## config.mk

```make
export PLATFORM = sky130hd
export DESIGN_NAME = id_ex_issue
export DESIGN_NICKNAME = d
export VERILOG_FILES = /design/src/rtl/id_ex_issue.sv
export SDC_FILE = /design/constraint.sdc
export NUM_CORES = 1
export LEC_CHECK = 0
export ABC_AREA = 0
export CAP_MARGIN = 20
export CORE_AREA = 2 2 116 118
export DETAILED_ROUTE_END_ITERATION = 8
export DIE_AREA = 0 0 118 120
export GPL_TIMING_DRIVEN = 0
export PLACE_DENSITY = 0.75
export RECOVER_POWER = 50
export SLEW_MARGIN = 10
export SYNTH_ARGS = -nofsm -noshare
export SYNTH_HDL_FRONTEND = slang
export SYNTH_SLANG_ARGS = --single-unit
export TNS_END_PERCENT = 100
```

## constraint.sdc

```tcl
create_clock -name clk -period 1.9 [get_ports clk]
set_clock_uncertainty 0.2 [all_clocks]
set_input_delay 0.38 -clock clk [delete_from_list [all_inputs] [get_ports clk]]
set_output_delay 0.38 -clock clk [all_outputs]
set_load 0.1 [all_outputs]
```

## src/rtl/id_ex_issue.sv

```systemverilog
// ID/EX issue stage: registers decode outputs, translates ALU op, forwards operands to the ALU.
// Optional macro ID_EX_FWD_EN enables EX/MEM and MEM/WB forwarding; otherwise operands come straight from the stage registers.
module id_ex_issue #(
  parameter int DATA_W = 32,
  parameter int REG_AW = 5
) (
  input  logic              clk,
  input  logic              rst_n,
  input  logic              in_valid,
  output logic              in_ready,
  input  logic              stall,
  input  logic              flush,
  input  logic [DATA_W-1:0] rs_data,
  input  logic [DATA_W-1:0] rt_data,
  input  logic [15:0]       imm,
  input  logic [REG_AW-1:0] rs_addr,
  input  logic [REG_AW-1:0] rt_addr,
  input  logic [REG_AW-1:0] rd_addr,
  input  logic              alu_src,
  input  logic [1:0]        alu_op_main,
  input  logic [5:0]        funct,
  input  logic              reg_write,
  input  logic              exmem_reg_write,
  input  logic [REG_AW-1:0] exmem_rd,
  input  logic [DATA_W-1:0] exmem_result,
  input  logic              memwb_reg_write,
  input  logic [REG_AW-1:0] memwb_rd,
  input  logic [DATA_W-1:0] memwb_result,
  output logic              out_valid,
  output logic [DATA_W-1:0] alu_x,
  output logic [DATA_W-1:0] alu_y,
  output logic [3:0]        alu_op,
  output logic [DATA_W-1:0] out_store_data,
  output logic [REG_AW-1:0] out_rd,
  output logic              out_reg_write,
  output logic              illegal
);

  logic              r_valid, r_reg_write, r_illegal, r_alu_src;
  logic [3:0]        r_alu_op;
  logic [REG_AW-1:0] r_rd, r_rs_addr, r_rt_addr;
  logic [DATA_W-1:0] r_rs_data, r_rt_data, r_ext_imm;

  logic [3:0]        w_alu_op;
  logic              w_illegal;
  logic [DATA_W-1:0] w_ext_imm, w_fwd_a, w_fwd_b;

  always_comb begin
    w_alu_op  = 4'd15;
    w_illegal = 1'b0;
    case (alu_op_main)
      2'b00: w_alu_op = 4'd15;
      2'b01: w_alu_op = 4'd6;
      2'b11: w_alu_op = 4'd1;
      default: begin
        case (funct)
          6'h24:        w_alu_op = 4'd0;
          6'h25:        w_alu_op = 4'd1;
          6'h20, 6'h21: w_alu_op = 4'd15;
          6'h22, 6'h23: w_alu_op = 4'd6;
          6'h2A:        w_alu_op = 4'd7;
          6'h27:        w_alu_op = 4'd12;
          default: begin
            w_alu_op  = 4'd15;
            w_illegal = 1'b1;
          end
        endcase
      end
    endcase
  end

  // ori zero-extends; every other immediate user sign-extends
  assign w_ext_imm = (alu_op_main == 2'b11) ? {{(DATA_W-16){1'b0}}, imm}
                                            : {{(DATA_W-16){imm[15]}}, imm};

  always_ff @(posedge clk or negedge rst_n) begin
    if (!rst_n) begin
      r_valid     <= 1'b0;
      r_reg_write <= 1'b0;
      r_illegal   <= 1'b0;
      r_alu_src   <= 1'b0;
      r_alu_op    <= '0;
      r_rd        <= '0;
      r_rs_addr   <= '0;
      r_rt_addr   <= '0;
      r_rs_data   <= '0;
      r_rt_data   <= '0;
      r_ext_imm   <= '0;
    end else if (flush) begin
      r_valid     <= 1'b0;
      r_reg_write <= 1'b0;
      r_illegal   <= 1'b0;
      r_alu_src   <= 1'b0;
      r_alu_op    <= '0;
      r_rd        <= '0;
      r_rs_addr   <= '0;
      r_rt_addr   <= '0;
      r_rs_data   <= '0;
      r_rt_data   <= '0;
      r_ext_imm   <= '0;
    end else if (!stall) begin
      r_valid     <= in_valid;
      r_reg_write <= reg_write & in_valid;
      r_illegal   <= w_illegal;
      r_alu_src   <= alu_src;
      r_alu_op    <= w_alu_op;
      r_rd        <= rd_addr;
      r_rs_addr   <= rs_addr;
      r_rt_addr   <= rt_addr;
      r_rs_data   <= rs_data;
      r_rt_data   <= rt_data;
      r_ext_imm   <= w_ext_imm;
    end
  end

`ifdef ID_EX_FWD_EN
  // EX/MEM is younger than MEM/WB so it wins; $zero is never forwarded
  always_comb begin
    w_fwd_a = r_rs_data;
    if (exmem_reg_write && exmem_rd != '0 && exmem_rd == r_rs_addr)
      w_fwd_a = exmem_result;
    else if (memwb_reg_write && memwb_rd != '0 && memwb_rd == r_rs_addr)
      w_fwd_a = memwb_result;
  end

  always_comb begin
    w_fwd_b = r_rt_data;
    if (exmem_reg_write && exmem_rd != '0 && exmem_rd == r_rt_addr)
      w_fwd_b = exmem_result;
    else if (memwb_reg_write && memwb_rd != '0 && memwb_rd == r_rt_addr)
      w_fwd_b = memwb_result;
  end
`else
  logic w_unused;
  assign w_unused = ^{exmem_reg_write, exmem_rd, exmem_result,
                      memwb_reg_write, memwb_rd, memwb_result, r_rs_addr, r_rt_addr};
  assign w_fwd_a  = r_rs_data;
  assign w_fwd_b  = r_rt_data;
`endif

  assign in_ready       = ~stall;
  assign out_valid      = r_valid;
  assign out_reg_write  = r_reg_write;
  assign illegal        = r_illegal;
  assign alu_op         = r_alu_op;
  assign out_rd         = r_rd;
  assign alu_x          = w_fwd_a;
  assign alu_y          = r_alu_src ? r_ext_imm : w_fwd_b;
  assign out_store_data = w_fwd_b;

endmodule

```

# Word level (Yosys, flattened, before mapping)
# Cells that the tools add are included.
dict set report word_totals {
  reg_bits 109
  out_inout_bits 109
  elab_cells 50
}
dict set report op_classes {
  n_eq_ne 11
  muxes 24
  n_bitwise 2
  n_reduce_logical 4
}
# cell count
set ops {}
lappend ops {{two-way mux 32 bit} 8}
lappend ops {{equality test 6 bit (second input constant)} 8}
lappend ops {{case mux 4 bit (5 select lines)} 1}
lappend ops {{case mux 4 bit (3 select lines)} 1}
lappend ops {{two-way mux 1 bit} 10}
lappend ops {{two-way mux 5 bit} 2}
lappend ops {{two-way mux 4 bit} 2}
lappend ops {{OR reduction 8 bit} 1}
lappend ops {{OR reduction 3 bit} 1}
lappend ops {{equality test 2 x 1 -> 1 bit (second input constant)} 1}
lappend ops {{equality test 2 bit (second input constant)} 1}
lappend ops {{zero test 2 bit} 1}
lappend ops {{inequality test 2 x 1 -> 1 bit (second input constant)} 1}
lappend ops {{OR reduction 2 bit} 1}
lappend ops {{AND 1 bit} 1}
lappend ops {{inverter 1 bit} 1}

# Longest topological paths before layout
# Gate-level depths: netlist of run 1.
dict set report depth {
  word_depth 6
  ltp_mapped 6
  ltp_nobuf 6
}

# Worst setup path after synthesis of run 1
# OpenSTA, ideal clock, no wires.
dict set report synth_timing {
  path_kind {reg-to-output}
  from {reg r_rt_data[30] (netlist: out_store_data[30])}
  to {out alu_y[30]}
  arrival_ns 3.142
  path_slack_ns -1.822
  path_stages_with_launch 3
  cell_sequence {dfrtp_1 -> inv_1 -> o21ai_0}
}
dict set report synth_via {
  elab_chain_cells 1
}
# item line_no
set synth_rtl {}
lappend synth_rtl {{start, declared} 42} ;# logic [DATA_W-1:0] r_rs_data, r_rt_data, r_ext_imm;
lappend synth_rtl {{start signal, assigned} 111} ;# r_rt_data <= rt_data;
lappend synth_rtl {{two-way mux 32 bit} 148} ;# assign alu_y = r_alu_src ? r_ext_imm : w_fwd_b;
lappend synth_rtl {{end, declared} 31} ;# output logic [DATA_W-1:0] alu_y,
# No other way between the ends.

# Worst setup path after layout of run 1
dict set report layout_timing {
  from {reg r_alu_src}
  to {out alu_y[14]}
}
dict set report layout_via {
  elab_chain_cells 1
}
# item line_no
set layout_rtl {}
lappend layout_rtl {{start, declared} 39} ;# logic r_valid, r_reg_write, r_illegal, r_alu_src;
lappend layout_rtl {{start signal, assigned} 105} ;# r_alu_src <= alu_src;
lappend layout_rtl {{two-way mux 32 bit} 148}
# No other way between the ends.

==> results_dict.tcl, run 1 <==
set metrics [dict create \
    finalHoldViolations 0 \
    die_h_um 120 \
    die_area_sq_um 14200 \
    crit_required_ns 1.32 \
    synthFlopType "dfrtp_1" \
    syn_area_sq_um 4280 \
    slew_headroom 0.493 \
    reg2reg_depth 5 \
    fin_ws_ns -0.209 \
    die_x_um 118 \
    placedCellCount 768 \
    cts-buffers-inserted 9 \
    holdCritPathClass "reg2reg" \
    row_count 42 \
    nFillCells 1097 \
    insertion_delay_ns 0.34 \
    h-tree-depth 3 \
    finalWeightedCongestion 0.833 \
    crit_fanout 6 \
    synth-seq-area-share 0.549 \
    rsz0062_at_grt "yes" \
    tightest_slew_ns 0.761 \
    drive_gt1_frac 0.355 \
    slew_viol_final 0 \
    yosys_warnings 0 \
    power.density_nw_per_um2 794 \
    ir_drop_mv 0.366 \
    drt_wl_total_um 13600 \
    cp-start-kind "flop" \
    synthCells 384 \
    clkTransAtPathRegs_ns 0.06 \
    drc_errors 0 \
    gr-usage-all-layers 0.196 \
    syn_to_final_growth_pct 77.8 \
    core_area_sq_um 13000 \
    holdPathStages 1 \
    rrSetupSlack_ns 0.52 \
    start_util 0.330 \
    fmax_mhz 474 \
    grt_pass1_vias 4103 \
    hpwl_um 9810 \
    io_pins 295 \
    syn_nets 575 \
    gr-total-overflow 0 \
    endpoint_kind "output pin" \
    reg2reg_from "r_alu_src" \
    vias_per_cell 4.74 \
    status "finished, violations left" \
    reg2reg_to "r_alu_src" \
    min_period_over_period 1.11 \
    vias 3761 \
    cap_violations 0 \
    layout.nets 803 \
    routedWlPerCell_um 17.2 \
    ys_async_sr_fraction 1.00 \
    crit_type "reg2out" \
    crit_arrival_ns 1.53 \
    ant_nets 0 \
    p_leak_nw 3.51 \
    synth_cell_types 29 \
    dr.pass1.iters 4 \
    min_delay_worst_endpoint "alu_op[2]" \
    grt_pass1_wl_um 21700 \
    ys_ff_latch 94 \
    syn_area_per_cell_sq_um 11.2 \
    io_buffers 207 \
    utilization 0.587 \
    cts_root_buffer "clkbuf_16" \
    setup_violations 34 \
    min_period_ns 2.11 \
    violations "setup timing" \
    drtIter0Drc 165 \
    fin_cells 793 \
    synth-edff-count 0 \
    antenna_found_initial 0 \
    hold_path.startpoint "alu_op[2]" \
    cts_sinks 94 \
    cts_tree "built" \
    clock_path_buffers 2 \
    n_antenna_cell 0 \
    grt_max_degree 54 \
]
power breakdown:
part           total [mW]  switching (mW)  internal [mW]  leakage [nW]
combinational        2.15            1.47          0.676          2.18
clock                1.68           0.722          0.960         0.134
sequential           2.21          0.0806           2.13          1.20
per-layer routing:
layer / global-route usage / wire length (um)
met5: 0 / 0
met3: 0.0518 / 881
met2: 0.332 / 6840
met4: 0.0768 / 307
met1: 0.238 / 5610
state kept, by name (all words and copies together), names as in the netlist:
| signal | flops |
|---|---|
| r_ext_imm | 17 |
| illegal | 1 |
| alu_x | 32 |
| out_store_data | 32 |
| r_alu_src | 1 |
| alu_op | 4 |
| out_valid | 1 |
| out_rd | 5 |
| out_reg_write | 1 |
cell usage after synthesis (2+ instances only):
cell type	count	area share
nand2_1	4	0.0035
mux2_2	16	0.042
mux2i_1	86	0.20
buf_2	10	0.012
inv_1	21	0.018
a21oi_1	2	0.0023
ha_1	5	0.015
o21ai_0	20	0.023
nor2b_1	2	0.0029
clkbuf_1	14	0.012
nor2_1	92	0.081
dfrtp_1	94	0.55
nor3_1	2	0.0023
cell families (layout without fill, tap and decap cells):
| group | count (synthesis) | count (layout) | share of synthesized area |
|---|---|---|---|
| fa+ha+maj | 5 | 5 | 0.0146 |
| simple gates | 104 | 104 | 0.101 |
| mux | 102 | 102 | 0.243 |
| xor+xnor | 1 | 1 | 0.00205 |
| buf+inv | 46 | 279 | 0.0433 |
| compound gates | 32 | 32 | 0.0465 |
| flops | 94 | 94 | 0.549 |
how the worst max path moves through the flow:
stage                  startpoint                  to  slack, ns
2_1_floorplan  out_store_data[30]           alu_y[30]      -0.09
3_3_place_gp                rst_n  out_store_data[29]      -3.90
3_5_place_dp            r_alu_src           alu_y[21]      -0.92
4_1_cts                 r_alu_src            alu_y[4]      -0.26
5_1_grt                 r_alu_src           alu_y[15]      -0.25
6_report                r_alu_src           alu_y[14]      -0.21
critical path: stages (launching register included):
cell       delay [ns]
dfrtp_1          0.38
clkbuf_16        0.16
clkbuf_16        0.16
mux2_4           0.31
buf_12           0.17
metrics by stage:
stage          power [mW]  TNS [ns]  instance area, sq um  setup WS [ns]  hold WS (ns)
3_5_place_dp         4.30    -89.52                  6900         -0.917         0.274
2_1_floorplan        3.65   -0.0865                  4590        -0.0865        -0.116
4_1_cts              6.08     -6.40                  7610         -0.264         0.314
6_report             6.04     -5.83                  7610         -0.209         0.322
5_1_grt              6.26     -8.28                  7610         -0.245         0.344
3_3_place_gp         4.27   -407.00                  6880          -3.90         0.283
placed cells by master (no fill, tap or decap), types with 3 or more instances in the layout:
cell type / instances
nor2_1: 92
clkdlybuf4s50_1: 91
mux2i_1: 86
dfrtp_1: 62
clkdlybuf4s15_2: 57
buf_12: 25
inv_1: 20
clkbuf_2: 20
dfrtp_2: 17
o21ai_4: 16
dfrtp_4: 15
clkbuf_16: 13
clkbuf_1: 12
mux2_2: 10
buf_6: 10
clkbuf_4: 8
mux2_4: 6
buf_4: 5
o21ai_0: 4
ha_1: 4
clkdlybuf4s18_2: 4
clkbuf_8: 3
nand2_1: 3
dlygate4sd3_1: 3
layout make-up:
cell class	instances	area, sq um	share of cell area
Timing Repair Buffer	217	2430	0.319
Tap cell	176	220	0.0289
Multi-Input combinational cell	244	1970	0.259
Inverter	21	78.8	0.0104
Clock buffer	15	268	0.0352
Sequential cell	94	2430	0.319
Clock inverter	1	5.00	0.000657
Buffer	25	215	0.0283
timing repair:
action / 4_1_cts / 5_1_grt
resized for setup: 539 / 43
cloned: 2 / 0
pin swaps: 1 / 2
setup endpoints to repair: 201 / 103
setup buffers: 5 / 2
hold buffers: 1 / 0
hold endpoints to repair: 52 / 0
No activity file was read; power rests on OpenSTA's default activity.
==> run 2, diff against run 1 <==
--- a/config.mk
+++ b/config.mk
@@ -7,11 +7,11 @@
 export LEC_CHECK = 0
 export ABC_AREA = 0
 export CAP_MARGIN = 20
-export CORE_AREA = 2 2 116 118
+export CORE_AREA = 2 2 113 115
 export DETAILED_ROUTE_END_ITERATION = 8
-export DIE_AREA = 0 0 118 120
+export DIE_AREA = 0 0 115 117
 export GPL_TIMING_DRIVEN = 0
-export PLACE_DENSITY = 0.75
+export PLACE_DENSITY = 0.79
 export RECOVER_POWER = 50
 export SLEW_MARGIN = 10
 export SYNTH_ARGS = -nofsm -noshare
==> constraint.sdc (replaced) <==
create_clock -name clk -period 2.7 [get_ports clk]
set_clock_uncertainty 0.2 [all_clocks]
set_input_delay 0.54 -clock clk [delete_from_list [all_inputs] [get_ports clk]]
set_output_delay 0.54 -clock clk [all_outputs]
set_load 0.1 [all_outputs]
==> run 2 against run 1 <==
The run now ends clean. Combinational power fell by 36%. Power down 32%. Clock-buffer cell count decreased by 4. Global-route usage shrank 0.29 points. Wire length is 6.0% lower. Final cell count decreased by 4.5%. Via count shrank 3.4%. Critical path depth shrank 3. Flip-flop and latch count unchanged. Worst hold slack lost 0.10 ns. Non-clock buffer count down 10. Critical path type unchanged.
==> results_dict.tcl, run 2 (synthesis results as in run 1) <==
set metrics [dict create \
    status "completed" \
    reg2reg_to "r_alu_src" \
    mostFrequentLayoutCells "clkdlybuf4s50_1 (170), dfrtp_1 (93), nor2_1 (92)" \
    cpLargestDelayFamily "buffers and inverters" \
    routedWlPerCell_um 16.9 \
    seq_power_share 0.375 \
    io_pins 295 \
    slowest_delay_ns 1.15 \
    cts_tree "built" \
    syn_to_final_growth_pct 58.5 \
    n_antenna_cell 0 \
    grt_max_degree 51 \
    crit_type "reg2out" \
    drc_errors 0 \
    min_period_ns 2.63 \
    critPathCapture "out_store_data[2]" \
    core_area_sq_um 12300 \
    p_sw_frac 0.387 \
    cts-buffers-inserted 9 \
    drt_wl_total_um 12800 \
    place_ws_ns -0.917 \
    switchingPower_mw 1.59 \
    h-tree-depth 3 \
    endpoint_kind "output pin" \
    dr.pass1.iters 5 \
    rrSetupSlack_ns 1.40 \
    cts_hold_buf 0 \
    cp.depth 1 \
    holdCritPathClass "in2async" \
    drtIter0Drc 155 \
    cap_violations 0 \
    clkTransAtPathRegs_ns 0.07 \
    row_count 41 \
    vias 3633 \
    finalHoldViolations 0 \
    die_x_um 115 \
    cp-startpoint "out_store_data[2]" \
    crit_chain "clkdlybuf4s50_1" \
    cts_setup_buffers 0 \
    start_util 0.348 \
    clock_path_buffers 2 \
    utilization 0.551 \
    insertion_delay_ns 0.34 \
    min_period_over_period 0.974 \
    grt_pass1_wl_um 19900 \
    power.density_nw_per_um2 607 \
    gr-total-overflow 0 \
    power.total_mw 4.12 \
    clkPwrFrac 0.290 \
    layout.nets 793 \
    cts_root_buffer "clkbuf_16" \
    crit_fanout 3 \
    antenna_found_initial 0 \
    comb_power_share 0.335 \
    crit_arrival_ns 1.89 \
    gr-usage-all-layers 0.193 \
    tightest_slew_ns 1.15 \
    slew_viol_final 0 \
    cts_sinks 94 \
    fmax_mhz 380 \
    cpMaxStageDelayCell "clkdlybuf4s50_1" \
    reg2reg_depth 3 \
    setup_violations 0 \
    io_buffers 207 \
    layout_commonest_cell "clkdlybuf4s50_1" \
    fin_ws_ns 0.0689 \
    die_area_sq_um 13500 \
    finalWeightedCongestion 0.810 \
    drive_gt1_frac 0.160 \
    cp_num_buf_inv 1 \
    hpwl_um 10000 \
    crit_required_ns 1.96 \
    ant_nets 0 \
    grt_pass1_vias 3835 \
    p_leak_nw 3.23 \
    reg2reg_from "r_alu_src" \
    rsz0062_at_grt "no" \
    slew_headroom 0.231 \
    cp-start-kind "flop" \
    intPower_mw 2.52 \
    die_h_um 117 \
    ir_drop_mv 0.369 \
    vias_per_cell 4.80 \
]
[run 2: cell count changes in the layout (fill, tap and decap cells not counted), moves of 15 or more]
cell / previous run / this run
o21ai_2: 0 / 16
dfrtp_4: 15 / 0
buf_12: 25 / 0
o21ai_4: 16 / 0
dfrtp_1: 62 / 93
clkdlybuf4s50_1: 91 / 170
buf_2: 1 / 17
dfrtp_2: 17 / 1
clkdlybuf4s15_2: 57 / 6
[run 2: timing repair]
action | in CTS | in global routing
pin swaps | 0 | 0
gates resized for setup | 152 | 8
gates cloned | 0 | 0
endpoints found under the setup margin | 33 | 16
[run 2: stage by stage]
stage | hold WS, ns | TNS (ns) | std cells | cell area (sq um)
6_report | 0.218 | 0 | 757 | 6790
5_1_grt | 0.312 | 0 | 757 | 6790
4_1_cts | 0.0230 | 0 | 757 | 6820
3_5_place_dp | 0.308 | -20.89 | 742 | 6630
3_3_place_gp | 0.290 | -261.59 | 741 | 6600
2_1_floorplan | 0.0444 | 0 | 384 | 4340
[run 2: how the worst min path moves through the flow]
stage,start,end,cells after the start
6_report,rst_n,alu_x[14],1
5_1_grt,rst_n,alu_x[14],1
4_1_cts,rst_n,alu_x[14],1
3_5_place_dp,alu_op[2],alu_op[2],1
3_3_place_gp,alu_op[0],alu_op[0],2
2_1_floorplan,rst_n,alu_op[0],0
[run 2: layout make-up]
| cell class | count | area (sq um) |
|---|---|---|
| plain buffers | 24 | 105 |
| clock buffers | 11 | 243 |
| clock inverters | 5 | 33.8 |
| fillers | 1104 | 5520 |
| inverters | 21 | 78.8 |
| multi-input cells | 244 | 1790 |
| flip-flops and latches | 94 | 2350 |
| well taps | 150 | 188 |
| repair buffers | 208 | 1990 |
[run 2: worst register-to-register path: cells and delay by family, from the launching register on]
family,cells,cell delay [ns]
flip-flops,1,0.50
buffers and inverters,1,0.26
multiplexers,1,0.16
AND/OR/NAND/NOR,1,0.05
[run 2: metal layers]
layer | up-vias | GRT usage | routed length (um)
met4 | 0 | 0.0450 | 161
met2 | 155 | 0.341 | 6270
met1 | 1744 | 0.225 | 5210
met5 | - | 0 | 0
met3 | 14 | 0.0680 | 1180
li1 | 1720 | - | -
[run 2: power groups by stage]
stage	combinational [mW]	sequential (mW)	clock, mW
floorplan	0.495	2.03	0
finish	1.38	1.54	1.19
global route	1.44	1.55	1.28
global placement	1.40	1.56	0
detailed placement	1.42	1.57	0
CTS	1.40	1.54	1.21
==> run 3, diff against run 2 <==
--- a/config.mk
+++ b/config.mk
@@ -6,6 +6,7 @@
 export NUM_CORES = 1
 export LEC_CHECK = 0
 export ABC_AREA = 0
+export ABC_CLOCK_PERIOD_IN_PS = 2700
 export CAP_MARGIN = 20
 export CORE_AREA = 2 2 113 115
 export DETAILED_ROUTE_END_ITERATION = 8
==> results of run 3 <==
No change in the layout: final DEF, timing and power equal those of run 2.
